[config.mk]
export PLATFORM = sky130hd
export DESIGN_NAME = sram_operand_reader
export DESIGN_NICKNAME = d
export VERILOG_FILES = /design/src/rtl/fp_mac_pkg.sv /design/src/rtl/sram_read_timer.sv /design/src/rtl/sram_operand_reader.sv
export SDC_FILE = /design/constraint.sdc
export NUM_CORES = 1
export LEC_CHECK = 0
export CORE_MARGIN = 3
export CORE_UTILIZATION = 35
export CTS_BUF_LIST = sky130_fd_sc_hd__clkbuf_8 sky130_fd_sc_hd__clkbuf_16
export CTS_CLUSTER_DIAMETER = 40
export DETAILED_ROUTE_END_ITERATION = 10
export DONT_BUFFER_PORTS = 1
export GPL_TIMING_DRIVEN = 0
export PLACE_DENSITY = 0.56
export SYNTH_ARGS = -nofsm -noshare
export SYNTH_HDL_FRONTEND = slang
export SYNTH_SLANG_ARGS = --single-unit
[constraint.sdc]
create_clock -name clk -period 1.3 [get_ports clk]
set_input_delay 0.195 -clock clk [delete_from_list [all_inputs] [get_ports clk]]
set_output_delay 0.195 -clock clk [all_outputs]
set_load 0.02 [all_outputs]
[src/rtl/fp_mac_pkg.sv]
// Shared definitions for the FP MAC operand path.
//   FP_DATA_W    : default operand width (half-precision word)
//   FP_ADDR_W    : default SRAM address width
//   SRAM_DEPTH   : operand pairs per run, shared with the load sequencer
//   FP_READ_WAIT : default cs/oe low time before read data is sampled
//   rd_state_e   : operand reader state encoding
package fp_mac_pkg;

  localparam int unsigned FP_DATA_W    = 16;
  localparam int unsigned FP_ADDR_W    = 4;
  localparam int unsigned SRAM_DEPTH   = 8;
  localparam int unsigned FP_READ_WAIT = 2;

  typedef enum logic [1:0] {
    RD_IDLE    = 2'b00,
    RD_READ    = 2'b01,
    RD_PRESENT = 2'b10,
    RD_DONE    = 2'b11
  } rd_state_e;

endpackage

[src/rtl/sram_read_timer.sv]
// Wait counter for asynchronous SRAM accesses.
//   clk     : system clock
//   rst     : asynchronous active-low reset
//   clr     : synchronous clear to zero (wins over en)
//   en      : count one cycle of the access
//   expired : high during the READ_WAIT-th enabled cycle after a clear
// The count saturates at READ_WAIT, so holding en beyond expiry is harmless.
module sram_read_timer #(
  parameter int unsigned READ_WAIT = 2
) (
  input  logic clk,
  input  logic rst,
  input  logic clr,
  input  logic en,
  output logic expired
);

  localparam int unsigned CNT_W = $clog2(READ_WAIT + 1);
  localparam logic [CNT_W-1:0] CNT_MAX = CNT_W'(READ_WAIT);
  localparam logic [CNT_W-1:0] CNT_EXP = CNT_W'(READ_WAIT - 1);

  logic [CNT_W-1:0] r_count;

  always_ff @(posedge clk or negedge rst) begin
    if (!rst) begin
      r_count <= '0;
    end else if (clr) begin
      r_count <= '0;
    end else if (en && (r_count != CNT_MAX)) begin
      r_count <= r_count + CNT_W'(1);
    end
  end

  assign expired = (r_count == CNT_EXP);

endmodule

[src/rtl/sram_operand_reader.sv]
// Read side of the operand SRAM pair. On start, walks addresses 0..DEPTH-1,
// reads A[i]/B[i] via the async cs_n/oe_n interface and presents each pair
// to the MAC on a valid/ready stream, then pulses done.
//   clk, rst            : clock, asynchronous active-low reset
//   start               : run request, sampled only in IDLE
//   sram_addr           : address shared by both SRAMs
//   cs_a_n/oe_a_n       : SRAM A chip select / output enable (active low)
//   cs_b_n/oe_b_n       : SRAM B chip select / output enable (active low)
//   data_a, data_b      : SRAM read data
//   op_a, op_b          : registered operands
//   op_valid, op_last   : stream qualifiers; op_last marks index DEPTH-1
//   op_ready            : MAC accept
//   busy                : high outside IDLE
//   done                : one-cycle pulse after the last pair is accepted
module sram_operand_reader
  import fp_mac_pkg::*;
#(
  parameter int unsigned DATA_W    = FP_DATA_W,
  parameter int unsigned ADDR_W    = FP_ADDR_W,
  parameter int unsigned DEPTH     = SRAM_DEPTH,
  parameter int unsigned READ_WAIT = FP_READ_WAIT
) (
  input  logic              clk,
  input  logic              rst,
  input  logic              start,
  output logic [ADDR_W-1:0] sram_addr,
  output logic              cs_a_n,
  output logic              oe_a_n,
  output logic              cs_b_n,
  output logic              oe_b_n,
  input  logic [DATA_W-1:0] data_a,
  input  logic [DATA_W-1:0] data_b,
  output logic [DATA_W-1:0] op_a,
  output logic [DATA_W-1:0] op_b,
  output logic              op_valid,
  output logic              op_last,
  input  logic              op_ready,
  output logic              busy,
  output logic              done
);

  localparam logic [ADDR_W-1:0] LAST_ADDR = ADDR_W'(DEPTH - 1);

  rd_state_e         r_state;
  rd_state_e         w_next;
  logic [ADDR_W-1:0] r_addr;
  logic [DATA_W-1:0] r_op_a;
  logic [DATA_W-1:0] r_op_b;
  logic              w_expired;
  logic              w_last;
  logic              w_read;

  assign w_last = (r_addr == LAST_ADDR);

  // Held in clear outside READ so every access starts from zero.
  sram_read_timer #(
    .READ_WAIT (READ_WAIT)
  ) u_timer (
    .clk     (clk),
    .rst     (rst),
    .clr     (!w_read),
    .en      (w_read),
    .expired (w_expired)
  );

  always_ff @(posedge clk or negedge rst) begin
    if (!rst) begin
      r_state <= RD_IDLE;
      r_addr  <= '0;
      r_op_a  <= '0;
      r_op_b  <= '0;
    end else begin
      r_state <= w_next;
      case (r_state)
        RD_IDLE: begin
          if (start) r_addr <= '0;
        end
        RD_READ: begin
          if (w_expired) begin
            r_op_a <= data_a;
            r_op_b <= data_b;
          end
        end
        RD_PRESENT: begin
          if (op_ready && !w_last) r_addr <= r_addr + ADDR_W'(1);
        end
        RD_DONE: begin
          r_addr <= '0;
        end
        default: r_addr <= '0;
      endcase
    end
  end

  // Outputs decode the state register only, so op_valid never
  // depends combinationally on op_ready.
  always_comb begin
    w_next   = r_state;
    w_read   = 1'b0;
    op_valid = 1'b0;
    busy     = 1'b1;
    done     = 1'b0;
    case (r_state)
      RD_IDLE: begin
        busy = 1'b0;
        if (start) w_next = RD_READ;
      end
      RD_READ: begin
        w_read = 1'b1;
        if (w_expired) w_next = RD_PRESENT;
      end
      RD_PRESENT: begin
        op_valid = 1'b1;
        if (op_ready) w_next = w_last ? RD_DONE : RD_READ;
      end
      RD_DONE: begin
        done   = 1'b1;
        w_next = RD_IDLE;
      end
      default: w_next = RD_IDLE;
    endcase
  end

  assign sram_addr = r_addr;
  assign cs_a_n    = !w_read;
  assign oe_a_n    = !w_read;
  assign cs_b_n    = !w_read;
  assign oe_b_n    = !w_read;
  assign op_a      = r_op_a;
  assign op_b      = r_op_b;
  assign op_last   = op_valid && w_last;

endmodule

==> results of run 1 <==
layout make-up:
cell class / count / area (um^2)
well taps: 65 / 81.33
inverters: 7 / 26.28
multi-input cells: 68 / 814.5
fillers: 380 / 2217
clock inverters: 2 / 7.507
flip-flops and latches: 40 / 1003
clock buffers: 6 / 82.58
plain buffers: 9 / 121.4
repair buffers: 14 / 180.2
flip-flops by register name, summed over array words and instances (netlist names):
name / flops
r_state: 2
op_b: 16
u_timer.r_count: 2
sram_addr: 4
op_a: 16
stage by stage:
step	utilization, %	instances	hold slack (ps)
2_1_floorplan	-	124	-100.6
3_3_place_gp	40.87	189	-99.40
3_5_place_dp	40.87	189	-99.25
4_1_cts	50.03	209	43.90
5_1_grt	51.10	211	32.80
6_report	51.10	211	56.99
what timing repair did:
item / in CTS / in global routing
cloned: 2 / 0
endpoints found under the setup margin: 42 / 45
endpoints found under the hold margin: 40 / 0
setup buffers: 8 / 4
hold buffers: 2 / 0
pin swaps: 5 / 3
resized for setup: 42 / 16
worst min path at each step:
stage	endpoint	slack, ps	cells after the start	start
global route	op_a[7]	30	1	data_a[7]
global placement	r_state[0]	-100	0	rst
detailed placement	op_a[14]	-100	0	rst
finish	op_a[10]	60	1	data_a[10]
floorplan	op_a[0]	-100	0	rst
CTS	op_a[10]	40	1	data_a[10]
layout by cell type (no fill, tap or decap), types with 2 or more instances in the layout:
master     n
a21oi_1    2
a22oi_2    2
buf_12     4
buf_4      5
buf_6      9
buf_8      3
clkbuf_8   6
dfrtp_1   38
dfrtp_2    2
ha_4       2
inv_1      9
mux2_2     3
mux2_4    29
mux2i_1    3
nand2_1    3
nand3_1    2
nor2_1     3
o22ai_1    2
logic make-up (layout without fill, tap and decap cells):
logic type                 count (synthesis)  in the layout  share of synthesized area [%]
xor gates and xnor gates                   1              1                         0.5099
AOI/OAI and AO/OA                         10             10                          4.224
DFF                                       40             40                          58.27
and+or+nand+nor                           19             19                          7.066
buffers and inverters                     16             38                          5.025
muxes                                     35             35                          22.72
adders and majority gates                  3              3                          2.185
per-layer routing:
metal | track usage [%] | up-vias
li1 | - | 464
met1 | 13.66 | 514
met2 | 23.67 | 60
met3 | 5.792 | 8
met4 | 5.072 | 0
met5 | 0 | -
synth_stat cells, types with 2 or more instances:
master / n
o22ai_1: 2
dfrtp_1: 40
buf_2: 3
mux2_2: 29
a22oi_1: 2
nand2_1: 3
ha_1: 3
buf_4: 4
mux2i_1: 3
inv_1: 7
mux2_1: 3
o21ai_0: 2
a21oi_1: 2
nor2b_1: 2
nor2_1: 4
nand3_1: 2
power by group through the flow:
stage	combinational (mW)	sequential (mW)	clock, mW
final	3.00	2.98	0.804
after global routing	3.21	3.05	0.908
after CTS	2.84	2.97	0.832
after detailed placement	1.89	2.97	0
after global placement	1.79	2.96	0
after floorplan	1.64	2.83	0
==> key figures, run 1 <==
GRT
  • Grt total ovfl: 0
  • GRT Resource Usage Total: 13.25%
  • First-pass GRT wire length: between 6 and 7 mm
  • Largest net degree at the start of global routing: 41
  • Initial antenna violation count: 0
  • Vias in the first global route: approximately 1,200

Power
  • Logic gate share of total power: between 40 and 50%
  • Sequential power share: 43.9%
  • Maximum vdd drop: 1212 uV
  • Pwr Total: 6.783 mW
  • PD cells: 2927 mW/mm^2
  • Pleak: 1.125 nW
  • Net Sw Power: 2.628 mW
  • Int Power: slightly above 4 mW
  • Sw frac: 38.74%
  • Clock group share of total power: 11.9%

Critical path
  • Crit path capture: op_last
  • Element type at the critical path end: output port
  • CP startpoint kind: register
  • Arr. time, crit path: 1330 ps
  • Crit-path cells: buf_6 -> nand4b_1 -> nor2_4
  • Critical Path Source: r_state[0]
  • Crit path buf inv count: 1
  • CP Max Fanout: 7
  • CP max-delay cell: dfrtp_1
  • Worst R2R End: op_b[5]
  • CP delay by family, top: simple AND/OR/NAND/NOR gates
  • Reg-to-reg slack, setup: -210 ps
  • Worst path depth: 3
  • Crit path largest cell delay: 410 ps
  • R2R cell count: 6
  • Worst r2r src: r_state[0]
  • CP required: 1110 ps
  • Worst Setup Path Type: reg -> out

Timing
  • Final setup TNS: -5354 ps
  • Setup violators final: 44
  • RSZ-0062 raised after global routing: yes
  • Fin. Hold Viols: 0
  • Final Critical Period: 1526 ps
  • Layout Skew: between 4 and 5 ps
  • Post-route setup slack: -225.9 ps
  • Worst Max-Slew Pin Slew: 472.7 ps
  • Slew headroom: 68.49%
  • Tcrit/Tclk final: 117.4%
  • Fmax: between 600 and 700 MHz
  • Slew Limit Fails: 0

Floorplanning
  • Cell Rows: 24
  • Core Box Area: around 0.0045 mm^2
  • Die width: 76.06 um
  • Die height: 76.06 um
  • Initial Util: 37.89%
  • Die area: 0.005785 mm^2
  • I/O pin count: 80

Final layout
  • Finished Cell Area: 0.002317 mm^2
  • Ant. Diodes: 0
  • Post-layout nets: between 150 and 200
  • Share of cells above drive strength 1: slightly above 50%
  • Area grow syn2layout: 34.89%

Clock network
  • CTS tree: done
  • CTS buffer count: 5
  • Clk pin slew, worst setup/hold paths: 70 ps
  • Longest Clk Path Bufs: 2
  • H-tree levels: 2
  • Clk sinks: 40
  • CTS root buf: clkbuf_8
  • Worst-skew pair later-pin latency: 280 ps

Synthesis
  • Sequential-to-total area share from yosys stat: slightly below 60%
  • Synth warn: 0
  • Top cell type's share of synthesized area: 58.27%
  • #FFs+latches synth: 40
  • EDFF count, synth: 0
  • Top cell type by total area after synthesis: dfrtp_1
  • Syn_nets: 163
  • Mapped Avg Cell Area: 13.85 um^2
  • Cells after synthesis: 124
  • Post-Syn Area: 0.001718 mm^2
  • Synth top area cells: dfrtp_1 58%, mux2_2 19%, ha_1 2.2%
  • Top FF cell, synth: dfrtp_1
  • Netlist cell types: 29
  • Synth async-reset ratio: 100.0%

Drt
  • 1st-iter DRT viols: 36
  • DRC: 0
  • WL met3: about 380 um
  • Top sig layer: met4
  • Routed Antenna Nets: 0
  • Wire length on met1: ~1.4 mm
  • Routed Wire Length: 3.777 mm
  • Via density: 4.957
  • Post-DR wirelength/cell: between 15 and 20 um
  • Via count of the routed design: about 1,000
  • DR WL met2: 1.950 mm
  • DR pass1 iterations: 4

Place
  • Placed Area: between 0.0015 and 0.002 mm^2
  • Detail Placement HPWL: 2.472 mm
  • Place WS: -140.6 ps
  • GP Congestion: 0.6762
  • IO Port Bufs: 0

Outcome
  • Status: finished, violations left
  • Failing checks: negative setup slack

Worst hold path
  • Worst Hold Class: in -> reg

Job
  • MaxCap Viol Count: 0
Note: power is estimated with default switching activity, not from simulation.
==> run 2, diff against run 1 <==
--- a/config.mk
+++ b/config.mk
@@ -11,7 +11,6 @@
 export CTS_CLUSTER_DIAMETER = 40
 export DETAILED_ROUTE_END_ITERATION = 10
 export DONT_BUFFER_PORTS = 1
-export GPL_TIMING_DRIVEN = 0
 export PLACE_DENSITY = 0.56
 export SYNTH_ARGS = -nofsm -noshare
 export SYNTH_HDL_FRONTEND = slang
==> key figures, run 2 (same netlist as run 1, synthesis figures left out) <==
Final layout
  • Commonest non-fill, non-tap cell in the layout: dfrtp_1
  • Final design utilization: 52.79% (+1.7 points)
  • Post-layout nets: 196 (+6.5%)
  • Ant. Diodes: 0 (unchanged)
  • Fin cells: 223 (+5.7%)
  • Most frequent cells in the layout: 36 x dfrtp_1, 27 x mux2_2, 18 x buf_4
  • Share of cells above drive strength 1: 57.59% (+6.9 points)
  • Area grow syn2layout: 39.33%

Critical path
  • Worst r2r src: r_state[1]
  • Crit path buf inv count: 1 (unchanged)
  • Element type at the critical path end: output port
  • Reg-to-reg slack, setup: -170 ps (+40 ps)
  • CP required: 1110 ps (about the same)
  • R2R cell count: 5 (-1)
  • Crit-path cells: nand4b_1 -> nor2_4 -> buf_12
  • CP delay by family, top: flip-flops
  • CP Max Fanout: 7 (unchanged)
  • CP max-delay cell: dfrtp_2
  • Worst Setup Path Type: reg -> out
  • CP startpoint kind: register
  • Crit path largest cell delay: 460 ps (+50 ps)
  • Worst R2R End: op_b[2]
  • Arr. time, crit path: 1300 ps (-30 ps)

Place
  • IO Port Bufs: 0 (unchanged)
  • Detail Placement HPWL: 2.483 mm (+0.43%)
  • GP Congestion: 0.7936 (+17%)
  • Placed cell count: 196 (+3.7%)

Clock network
  • Clk sinks: 40 (unchanged)
  • Clk pin slew, worst setup/hold paths: 80 ps (about the same)
  • Worst-skew pair later-pin latency: 290 ps (about the same)
  • Longest Clk Path Bufs: 2 (unchanged)
  • H-tree levels: 2 (unchanged)
  • CTS buffer count: 5 (unchanged)
  • CTS root buf: clkbuf_8
  • CTS tree: done

Power
  • Sw frac: 36.31% (-2.4 points)
  • Pleak: 1.085 nW (-3.5%)
  • Net Sw Power: 2.587 mW (-1.6%)
  • PD cells: 2976 mW/mm^2 (+1.7%)
  • Int Power: 4.537 mW (+9.2%)
  • Clock group share of total power: 19.3% (+7.4 points)
  • Logic gate share of total power: 39.2% (-5.0 points)
  • Maximum vdd drop: 1234 uV (+1.8%)
  • Sequential power share: 41.4% (-2.5 points)
  • Pwr Total: 7.124 mW (+5.0%)

Job
  • MaxCap Viol Count: 0 (unchanged)

Worst hold path
  • Hold path depth: 1 (unchanged)
  • Worst Hold Launch: data_a[0]
  • Worst Hold Class: in -> reg
  • Hold Path End: op_a[0]

Drt
  • Post-DR wirelength/cell: 16.67 um (-6.9%)
  • DRC: 0 (unchanged)
  • 1st-iter DRT viols: 48 (+33%)
  • Routed Antenna Nets: 0 (unchanged)
  • Routed Wire Length: 3.717 mm (-1.6%)
  • Via density: 4.951 (-0.13%)
  • DR pass1 iterations: 4 (unchanged)
  • Via count of the routed design: 1,104 (+5.5%)

Floorplanning
  • Die height: 76.06 um (unchanged)
  • Initial Util: 37.89% (unchanged)
  • I/O pin count: 80 (unchanged)
  • Core Box Area: 0.004534 mm^2 (unchanged)
  • Die area: 0.005785 mm^2 (unchanged)
  • Cell Rows: 24 (unchanged)
  • Die width: 76.06 um (unchanged)

GRT
  • Vias in the first global route: 1,219 (+0.41%)
  • Initial antenna violation count: 0 (unchanged)
  • Largest net degree at the start of global routing: 41 (unchanged)
  • Grt total ovfl: 0 (unchanged)
  • First-pass GRT wire length: 6.009 mm (-0.58%)
  • GRT Resource Usage Total: 13.25% (about the same)

Timing
  • Tcrit/Tclk final: 114.7% (-2.7 points)
  • Post-route setup slack: -190.8 ps (+35.14 ps)
  • Fin Hold WS: 50.49 ps (-6.504 ps)
  • Slew headroom: 80.56% (+12 points)
  • Setup violators final: 45 (+2.3%)
  • Fmax: 670.8 MHz (+2.4%)
  • Final Critical Period: 1491 ps (-35.14 ps)
  • Layout Skew: 5.937 ps (+1.460 ps)
  • RSZ-0062 raised after global routing: yes
  • Worst Max-Slew Pin Slew: 291.7 ps (-181.1 ps)
  • Fin. Hold Viols: 0 (unchanged)
  • Slew Limit Fails: 0 (unchanged)

Outcome
  • Status: finished, violations left
  • Failing checks: negative setup slack
run 2: how the worst max path moves through the flow:
| stage | from | cells after the start | end | slack, ps |
|---|---|---|---|---|
| CTS | r_state[0] | 3 | op_last | -180 |
| global placement | r_state[0] | 3 | sram_addr[0] | -30 |
| finish | r_state[0] | 3 | op_last | -190 |
| floorplan | sram_addr[1] | 4 | r_state[1] | -50 |
| global route | r_state[0] | 3 | op_last | -250 |
| detailed placement | r_state[0] | 3 | sram_addr[1] | -70 |
run 2: metal layers:
| metal | share of wire (%) | wire length, um | global-route usage (%) |
|---|---|---|---|
| met2 | 54 | 2019 | 23.76 |
| met4 | 1.5 | 56 | 4.891 |
| met1 | 34 | 1269 | 13.34 |
| met5 | 0 | 0 | 0 |
| met3 | 10 | 372 | 6.265 |
run 2: layout make-up:
| class | count | area, um^2 |
|---|---|---|
| clock inverters | 3 | 90.09 |
| fillers | 377 | 2141 |
| well taps | 65 | 81.33 |
| flip-flops and latches | 40 | 1006 |
| multi-input cells | 68 | 728.2 |
| clock buffers | 5 | 68.82 |
| repair buffers | 35 | 392.9 |
| inverters | 7 | 26.28 |
run 2: through the flow:
stage / area [um^2] / setup TNS, ps / setup slack [ps]
CTS: 2345 / -4334 / -180.3
floorplan: 1772 / -46.45 / -46.45
global route: 2394 / -7092 / -245.9
finish: 2394 / -4677 / -190.8
detailed placement: 1944 / -685.2 / -73.53
global placement: 1944 / -134.8 / -30.04
run 2: power groups by stage:
stage / Sequential (mW) / Clock, mW / Combinational (mW)
floorplan: 2.83 / 0 / 1.64
global placement: 2.97 / 0 / 1.92
detailed placement: 2.99 / 0 / 2.01
CTS: 2.96 / 1.40 / 2.68
global route: 3.04 / 1.49 / 3.02
finish: 2.95 / 1.38 / 2.79
run 2: what timing repair did:
action / in CTS / in global routing
hold buffers: 2 / 0
buffers inserted: 11 / 7
gates resized for setup: 17 / 16
pin swaps: 3 / 2
endpoints found under the setup margin: 44 / 45
gates cloned: 2 / 0
endpoints found under the hold margin: 40 / 0
==> run 3, diff against run 2 <==
--- a/config.mk
+++ b/config.mk
@@ -5,6 +5,7 @@
 export SDC_FILE = /design/constraint.sdc
 export NUM_CORES = 1
 export LEC_CHECK = 0
+export CAP_MARGIN = 0
 export CORE_MARGIN = 3
 export CORE_UTILIZATION = 35
 export CTS_BUF_LIST = sky130_fd_sc_hd__clkbuf_8 sky130_fd_sc_hd__clkbuf_16
@@ -14,4 +15,5 @@
 export PLACE_DENSITY = 0.56
 export SYNTH_ARGS = -nofsm -noshare
 export SYNTH_HDL_FRONTEND = slang
+export SYNTH_HIERARCHICAL = 1
 export SYNTH_SLANG_ARGS = --single-unit
==> key figures, run 3 <==
Final layout
  • Multi-input gate area: 859.6 um^2 (+18%)
  • Fill cell count: 423 (+12%)
  • Commonest non-fill, non-tap cell in the layout: dfrtp_1
  • Fin cells: 226 (+1.3%)
  • Most frequent cells in the layout: 38 x dfrtp_1, 34 x mux2_4, 17 x buf_4
  • Area grow syn2layout: 34.54%
  • Post-layout nets: 197 (+0.51%)
  • Storage cell area: 0.001003 mm^2 (-0.25%)
  • Ant. Diodes: 0 (unchanged)
  • Share of cells above drive strength 1: 57.23% (-0.36 points)
  • Final design utilization: 50.32% (-2.5 points)

GRT
  • GRT Resource Usage Total: 13.39% (+0.14 points)
  • First-pass GRT wire length: 6.279 mm (+4.5%)
  • Vias in the first global route: 1,233 (+1.1%)
  • Grt total ovfl: 0 (unchanged)
  • Largest net degree at the start of global routing: 41 (unchanged)
  • Initial antenna violation count: 0 (unchanged)

Synthesis
  • Post-Syn Area: 0.001837 mm^2 (+6.9%)
  • Cells after synthesis: 124 (unchanged)
  • #FFs+latches synth: 40 (unchanged)
  • Syn_nets: 163 (unchanged)
  • Count leader, synth: dfrtp_1
  • Top cell type's share of synthesized area: 54.50% (-3.8 points)
  • Synth top area cells: dfrtp_1 54%, mux2_4 24%, mux2_2 3.1%
  • Top cells by count, synth: 40 x dfrtp_1, 29 x mux2_4, 5 x mux2_2
  • EDFF count, synth: 0 (unchanged)
  • Sequential-to-total area share from yosys stat: 54.50% (-3.8 points)
  • Netlist cell types: 31 (+6.9%)
  • Synth async-reset ratio: 100.0% (unchanged)
  • Top FF cell, synth: dfrtp_1
  • Synth warn: 6 (+6)
  • Top cell type by total area after synthesis: dfrtp_1
  • Mapped Avg Cell Area: 14.81 um^2 (+6.9%)

Place
  • Detail Placement HPWL: 2.649 mm (+6.7%)
  • GP Congestion: 0.7941 (about the same)
  • IO Port Bufs: 0 (unchanged)
  • Placed cell count: 199 (+1.5%)

Floorplanning
  • Die width: 78.44 um (+3.1%)
  • Die area: 0.006153 mm^2 (+6.4%)
  • Die height: 78.44 um (+3.1%)
  • Cell Rows: 25 (+4.2%)
  • Core Box Area: 0.004911 mm^2 (+8.3%)
  • I/O pin count: 80 (unchanged)
  • Initial Util: 37.40% (-0.49 points)

Clock network
  • Worst-skew pair later-pin latency: 280 ps (about the same)
  • Clk pin slew, worst setup/hold paths: 80 ps (about the same)
  • H-tree levels: 2 (unchanged)
  • CTS buffer count: 5 (unchanged)
  • CTS tree: done
  • Clk sinks: 40 (unchanged)
  • CTS root buf: clkbuf_8
  • Longest Clk Path Bufs: 2 (unchanged)

Critical path
  • Crit-path cells: buf_6 -> ha_4 -> nand2_8 -> clkbuf_16 -> mux2_4
  • Worst r2r src: u_timer/r_count[0]
  • CP max-delay cell: dfrtp_1
  • R2R cell count: 5 (unchanged)
  • Element type at the critical path end: register
  • Arr. time, crit path: 1580 ps (+280 ps)
  • CP Max Fanout: 6 (-1)
  • Worst R2R End: op_a[9]
  • Crit path largest cell delay: 400 ps (-60 ps)
  • Worst Setup Path Type: reg -> reg
  • CP required: 1470 ps (+360 ps)
  • CP startpoint kind: register
  • Reg-to-reg slack, setup: -110 ps (+60 ps)

Drt
  • Via density: 4.951 (about the same)
  • Routed Wire Length: 4.111 mm (+11%)
  • Post-DR wirelength/cell: 18.19 um (+9.1%)
  • Routed Antenna Nets: 0 (unchanged)
  • Via count of the routed design: 1,119 (+1.4%)
  • DRC: 0 (unchanged)
  • 1st-iter DRT viols: 56 (+17%)
  • DR pass1 iterations: 4 (unchanged)

Timing
  • Slew Limit Fails: 0 (unchanged)
  • Slew headroom: 81.78% (+1.2 points)
  • Tcrit/Tclk final: 108.8% (-5.9 points)
  • Worst Max-Slew Pin Slew: 272.5 ps (-19.20 ps)
  • Final setup TNS: -3396 ps (+1281 ps)
  • Layout Skew: 5.597 ps (-0.3399 ps)
  • Fmax: 707.3 MHz (+5.4%)
  • Setup violators final: 43 (-4.4%)
  • RSZ-0062 raised after global routing: yes
  • Fin. Hold Viols: 0 (unchanged)
  • Final Critical Period: 1414 ps (-77.00 ps)
  • Post-route setup slack: -113.8 ps (+77.00 ps)

Power
  • PD cells: 2775 mW/mm^2 (-6.8%)
  • Pleak: 1.218 nW (+12%)
  • Maximum vdd drop: 1160 uV (-6.0%)

Outcome
  • Status: finished, violations left
  • Failing checks: negative setup slack

Worst hold path
  • Worst Hold Launch: op_ready
  • Hold Path End: r_state[0]
  • Hold path depth: 1 (unchanged)
  • Worst Hold Class: in -> reg

Job
  • MaxCap Viol Count: 0 (unchanged)
run 3: worst max-delay path by stage:
stage	from	endpoint	slack [ps]	cells past startpoint
6_report	u_timer/r_count[0]	op_a[9]	-110	5
5_1_grt	r_state[0]	op_last	-160	3
4_1_cts	r_state[0]	op_last	-100	3
3_5_place_dp	r_state[1]	u_timer/r_count[1]	-100	4
3_3_place_gp	u_timer/r_count[0]	op_b[7]	-30	4
2_1_floorplan	r_state[1]	u_timer/r_count[1]	-210	5
run 3: routing by layer:
layer | up-vias | routed length (um) | track usage, %
li1 | 498 | - | -
met1 | 558 | 1688 | 15.77
met2 | 52 | 2013 | 21.32
met3 | 11 | 305 | 5.505
met4 | 0 | 104 | 6.119
met5 | - | 0 | 0
run 3: metrics by stage:
step                power, mW  hold WS, ps  setup slack, ps  instance area, um^2
global placement        5.079       -99.57           -32.82                 2031
floorplan               4.681       -100.6           -206.3                 1868
finish                  6.857        26.35           -113.8                 2471
CTS                     6.709        18.23           -97.62                 2381
global route            7.228        18.66           -159.9                 2471
detailed placement      5.189       -99.71           -95.78                 2031
run 3: final cells by class:
cell class / count / area share [%]
Clock buffer: 5 / 2.785
Clock inverter: 3 / 0.6582
Inverter: 4 / 0.7089
Multi-Input combinational cell: 73 / 34.78
Sequential cell: 40 / 40.61
Tap cell: 67 / 3.392
Timing Repair Buffer: 34 / 17.06
run 3: logic make-up after synthesis:
logic type,Yosys count,synth area share (%)
compound gates,12,4.359
simple gates,23,7.698
mux,34,26.77
buf+inv,11,4.155
xor+xnor,1,0.4769
fa+ha+maj,3,2.044
flops,40,54.50
run 3: what timing repair did:
item,CTS,global route
gates cloned,2,2
gates resized for setup,27,5
pin swaps,4,2
endpoints found under the setup margin,44,45
hold buffers,2,0
setup buffers,11,3
endpoints found under the hold margin,40,0
run 3: where the power goes:
group          internal, mW  total [mW]  switching [mW]
combinational          1.98        3.13            1.15
sequential             1.84        2.94            1.10
clock                 0.367       0.784           0.417
total                  4.19        6.86            2.67
run 3: critical path, delay by kind of cell (launching register included):
family	cells	cell delay (ps)
flip-flops	1	400
buffers and inverters	2	300
multiplexers	1	290
adder cells (fa/ha/maj)	1	170
AND/OR/NAND/NOR	1	140
